## config.mk

```make
export PLATFORM = sky130hd
export DESIGN_NAME = hdng_err_gen
export DESIGN_NICKNAME = d
export VERILOG_FILES = /design/src/rtl/hdng_err_gen.sv
export SDC_FILE = /design/constraint.sdc
export NUM_CORES = 1
export LEC_CHECK = 0
export ABC_AREA = 1
export BUFFER_PORTS_ARGS = -buffer_cell sky130_fd_sc_hd__buf_4
export CAP_MARGIN = 5
export CORE_ASPECT_RATIO = 0.5
export CORE_UTILIZATION = 28
export DETAILED_ROUTE_END_ITERATION = 7
export GPL_TIMING_DRIVEN = 1
export PLACE_DENSITY = 0.54
export REMOVE_ABC_BUFFERS = 1
export SYNTH_ARGS = -nofsm -noshare
export SYNTH_HDL_FRONTEND = slang
export SYNTH_SLANG_ARGS = --single-unit
```

## constraint.sdc

```tcl
create_clock -name clk -period 2.1 [get_ports clk]
set_clock_uncertainty 0.05 [all_clocks]
set_input_delay 0.315 -clock clk [delete_from_list [all_inputs] [get_ports clk]]
set_output_delay 0.315 -clock clk [all_outputs]
set_load 0.02 [all_outputs]
```

## src/rtl/hdng_err_gen.sv

```systemverilog
// Heading-error front end: registers actual-desired heading, saturates to 10 bits, tracks settling.
// Latency 2 cycles strobe->hdng_vld, no backpressure; optional err_diff output under `ERR_DIFF_EN.
module hdng_err_gen #(
  parameter int TOL        = 32,
  parameter int SETTLE_CNT = 4
) (
  input  logic        clk,
  input  logic        rst,
  input  logic        moving,
  input  logic [11:0] dsrd_hdng,
  input  logic [11:0] actual_hdng,
  input  logic        hdng_vld_in,
  output logic [9:0]  err_sat,
  output logic        hdng_vld,
  output logic        at_hdng
`ifdef ERR_DIFF_EN
  ,
  output logic [10:0] err_diff
`endif
);

  localparam int                CW       = (SETTLE_CNT < 2) ? 1 : $clog2(SETTLE_CNT + 1);
  localparam logic [CW-1:0]     CNT_MAX  = CW'(SETTLE_CNT);
  localparam logic [10:0]       TOL_W    = 11'(TOL);

  logic [11:0]   err_raw_q, err_raw_d;
  logic          v1_q, v1_d;
  logic [9:0]    err_sat_q, err_sat_d;
  logic          hdng_vld_q, hdng_vld_d;
  logic [CW-1:0] cnt_q, cnt_d;
  logic          at_hdng_q, at_hdng_d;
  logic [11:0]   dsrd_q, dsrd_d;
  logic [9:0]    sat_val;
  logic [10:0]   err_abs;
  logic          on_hdng;

`ifdef ERR_DIFF_EN
  logic [9:0]    prev_q, prev_d;
  logic          prev_vld_q, prev_vld_d;
  logic [10:0]   err_diff_q, err_diff_d;
`endif

  always_comb begin
    // Clamp 12-bit wrapped error to [-512,+511]; in range iff bits 11:9 agree.
    sat_val = err_raw_q[9:0];
    if (!err_raw_q[11] && (err_raw_q[10:9] != 2'b00))
      sat_val = 10'h1FF;
    else if (err_raw_q[11] && (err_raw_q[10:9] != 2'b11))
      sat_val = 10'h200;

    err_raw_d  = hdng_vld_in ? (actual_hdng - dsrd_hdng) : err_raw_q;
    v1_d       = hdng_vld_in;
    err_sat_d  = v1_q ? sat_val : err_sat_q;
    hdng_vld_d = v1_q;
    dsrd_d     = dsrd_hdng;

    // Widened magnitude so -512 maps to 512 rather than wrapping negative.
    err_abs = err_sat_q[9] ? (11'd0 - {err_sat_q[9], err_sat_q}) : {1'b0, err_sat_q};
    on_hdng = (err_abs < TOL_W);

    cnt_d = cnt_q;
    if (!moving)
      cnt_d = '0;
    else if (dsrd_hdng != dsrd_q)
      cnt_d = '0;
    else if (hdng_vld_q)
      cnt_d = !on_hdng ? '0 : ((cnt_q == CNT_MAX) ? cnt_q : cnt_q + 1'b1);

    at_hdng_d = moving && (cnt_d == CNT_MAX);

`ifdef ERR_DIFF_EN
    prev_d     = prev_q;
    prev_vld_d = prev_vld_q && moving;
    err_diff_d = err_diff_q;
    if (v1_q) begin
      err_diff_d = (prev_vld_q && moving) ?
                   ({sat_val[9], sat_val} - {prev_q[9], prev_q}) : 11'd0;
      prev_d     = sat_val;
      prev_vld_d = moving;
    end
`endif
  end

  always_ff @(posedge clk or posedge rst) begin
    if (rst) begin
      err_raw_q  <= '0;
      v1_q       <= 1'b0;
      err_sat_q  <= '0;
      hdng_vld_q <= 1'b0;
      cnt_q      <= '0;
      at_hdng_q  <= 1'b0;
      dsrd_q     <= '0;
`ifdef ERR_DIFF_EN
      prev_q     <= '0;
      prev_vld_q <= 1'b0;
      err_diff_q <= '0;
`endif
    end else begin
      err_raw_q  <= err_raw_d;
      v1_q       <= v1_d;
      err_sat_q  <= err_sat_d;
      hdng_vld_q <= hdng_vld_d;
      cnt_q      <= cnt_d;
      at_hdng_q  <= at_hdng_d;
      dsrd_q     <= dsrd_d;
`ifdef ERR_DIFF_EN
      prev_q     <= prev_d;
      prev_vld_q <= prev_vld_d;
      err_diff_q <= err_diff_d;
`endif
    end
  end

  assign err_sat  = err_sat_q;
  assign hdng_vld = hdng_vld_q;
  assign at_hdng  = at_hdng_q;
`ifdef ERR_DIFF_EN
  assign err_diff = err_diff_q;
`endif

endmodule

```

==> run metrics <==
result of the run complete, no violations; Area Overhead vs Synth 26.1%; number of pins exceeding their max-slew limit in the final report 0; count of pins on the block boundary 40; fraction of final layout cells with drive strength greater than 1 17.0%; time the worst path needs with I/O delays and setup 1530 ps; Post-DRT Antenna Nets 0; GP Congestion 0.821; DR pass1 iterations 4; Max Root-Sink Buffers 2; average via count per standard cell 4.06; number of DRC violations after detailed routing 0; utilization after layout 36.4%; Wirelength per Cell 10.5 um; total global routing overflow 0; TritonCTS Buffers 5; antenna cells 0; type of origin of the critical path input port; Die Wd 131 um; fmax 652 MHz; Final Cycle Share 73.1%; YS warnings 0; total routing usage reported by global routing 12.8%; class of the worst hold path input port to flip-flop; number of hold buffers added after cts 0; Overall Power 2.39 mW; mean instance size in the synthesized netlist 7.56 um^2; placement row count 23; Leakage Power 1.58 nW; total core area 8030 um^2; Post-Synthesis Cells 307; first-pass GRT wire length 8.24 mm; critical path capture point type flip-flop; total wire length 4.88 mm; overall die area 8670 um^2; Post-CTS Setup Repair Bufs 0; critical path class input port to flip-flop; TritonCTS clock tree yes; Final Hold Viols 0; sequential cell area fraction in the yosys report 43.1%; # Max-Cap Violations 0; Nets 394; RSZ-0062 raised after global routing no; CTS clock-pin slew for the worst setup and hold paths 60 ps; clock root buffer sky130_fd_sc_hd__clkbuf_16; count of endpoints failing setup in the final report 0; vias in the first global route 1,706; number of different library cells in the post-synthesis netlist 24; setup_tns 0 ps; Max-slew headroom 65.8%; number of sinks driven by the clock tree 40; commonest non-fill, non-tap cells in the layout sky130_fd_sc_hd__nand2_1 (87), sky130_fd_sc_hd__inv_1 (55), sky130_fd_sc_hd__dfrtp_1 (40), sky130_fd_sc_hd__buf_4 (40), sky130_fd_sc_hd__nor2_1 (34); count of input and output buffers 39; post-synthesis instance area 2320 um^2; Clock Latency Late Sink 280 ps; total half-perimeter wirelength after legalization and detailed placement 3.82 mm; most common library cell in the layout ignoring fill and taps sky130_fd_sc_hd__nand2_1; Max FO, Critical Path 4; register bit total from synthesis 40; slew at the pin with the worst max-slew slack 514 ps; count of fill cells added during filler insertion 864; data arrival time of the worst path 1660 ps; Required @ worst endpoint 2230 ps; maximum ir drop on the vdd rail 0.332 mV; Starting Density 28.9%; power per cell area 818 nW/um^2; # resized after CTS 0; chip height 66.4 um; maximum number of pins on one net before global-route repair 41; initial drt markers 97; overall via count from detail_route 1,887; maximum level of the CTS H-tree 2; antenna violations before repair 0
==> flip-flops by register name, indices dropped and copies added, names as in the netlist <==
name        cells
dsrd_q         12
err_sat        10
cnt_q           3
err_raw_q      12
at_hdng         1
hdng_vld_d      1
hdng_vld        1
==> Yosys cell counts <==
| library cell | instances | area [um^2] |
|---|---|---|
| sky130_fd_sc_hd__xnor2_1 | 6 | 52.6 |
| sky130_fd_sc_hd__inv_2 | 4 | 15.0 |
| sky130_fd_sc_hd__o21ai_0 | 8 | 40.0 |
| sky130_fd_sc_hd__fa_1 | 1 | 20.0 |
| sky130_fd_sc_hd__a21oi_1 | 5 | 25.0 |
| sky130_fd_sc_hd__nor3_1 | 1 | 5.00 |
| sky130_fd_sc_hd__o22ai_1 | 9 | 56.3 |
| sky130_fd_sc_hd__o21ai_1 | 2 | 10.0 |
| sky130_fd_sc_hd__nand3_1 | 16 | 80.1 |
| sky130_fd_sc_hd__clkbuf_1 | 2 | 7.51 |
| sky130_fd_sc_hd__a21oi_2 | 1 | 8.76 |
| sky130_fd_sc_hd__nor2_2 | 2 | 12.5 |
| sky130_fd_sc_hd__o21ai_2 | 1 | 8.76 |
| sky130_fd_sc_hd__ha_1 | 13 | 163 |
| sky130_fd_sc_hd__nand2_1 | 87 | 327 |
| sky130_fd_sc_hd__nand2_2 | 2 | 12.5 |
| sky130_fd_sc_hd__nand3b_1 | 2 | 15.0 |
| sky130_fd_sc_hd__nand3_2 | 2 | 20.0 |
| sky130_fd_sc_hd__o211ai_1 | 1 | 7.51 |
| sky130_fd_sc_hd__dfrtp_1 | 40 | 1000 |
| sky130_fd_sc_hd__nand4_1 | 6 | 37.5 |
| sky130_fd_sc_hd__xor2_1 | 7 | 61.3 |
| sky130_fd_sc_hd__nor2_1 | 34 | 128 |
| sky130_fd_sc_hd__inv_1 | 55 | 206 |
==> routing by layer <==
layer	wire length [um]	global-route usage [%]	share of wire (%)
met1	2870	19.4	59
met2	1800	16.4	37
met3	154	3.07	3.2
met4	58	6.03	1.2
met5	0	0	0
==> through the flow <==
stage	setup WS, ps	instance area (um^2)	instances	hold slack, ps
floorplan	500	2310	305	296
global placement	319	2750	457	392
detailed placement	268	2750	457	393
CTS	567	2920	465	94.9
global route	463	2920	465	97.5
finish	565	2920	465	102
==> final timing paths <==
path | from | endpoint | slack (ps) | depth (start not counted)
worst max-delay path | dsrd_hdng[0] | err_raw_q[8] | 570 | 11
worst min-delay path | dsrd_hdng[9] | dsrd_q[9] | 100 | 1
worst max register to register | dsrd_q[11] | at_hdng | 680 | 7
worst min register to register | err_raw_q[10] | err_raw_q[10] | 430 | 2
max in group asynchronous | rst | dsrd_q[11] | 1540 | 3
min in group asynchronous | rst | err_raw_q[2] | 110 | 3
==> cell families (layout without fill, tap and decap cells) <==
logic type                 count (synthesis)  in the layout  share of synthesized area [%]
AOI/OAI and AO/OA                         27             27                           6.74
and+or+nand+nor                          152            152                           27.5
xor gates and xnor gates                  13             13                           4.91
adders and majority gates                 14             14                           7.88
buffers and inverters                     61            107                           9.87
DFF                                       40             40                           43.1
==> area by class of cell <==
class	count	area, um^2	area share (%)
clock buffer	5	125	4.28
clock inverter	3	46.3	1.58
inverter	59	221	7.57
multi-input combinational	206	1090	37.3
timing repair buffer	40	300	10.3
tap	112	140	4.79
sequential	40	1000	34.2
==> power by group <==
part           switching, mW  total (mW)  internal (mW)
Combinational          0.332       0.568          0.236
Sequential            0.0654       0.933          0.868
Clock                  0.325       0.890          0.565
==> critical path: stages <==
cell                      delay (ps)
sky130_fd_sc_hd__buf_4           120
sky130_fd_sc_hd__ha_1            250
sky130_fd_sc_hd__fa_1            410
sky130_fd_sc_hd__inv_1            90
sky130_fd_sc_hd__nand3_1          80
sky130_fd_sc_hd__nand3_2         100
sky130_fd_sc_hd__nand2_1          80
sky130_fd_sc_hd__nand2_1          70
sky130_fd_sc_hd__nand2_1          40
sky130_fd_sc_hd__nand3_1          60
sky130_fd_sc_hd__nand2_1          40
Note: power is estimated with default switching activity, not from simulation.
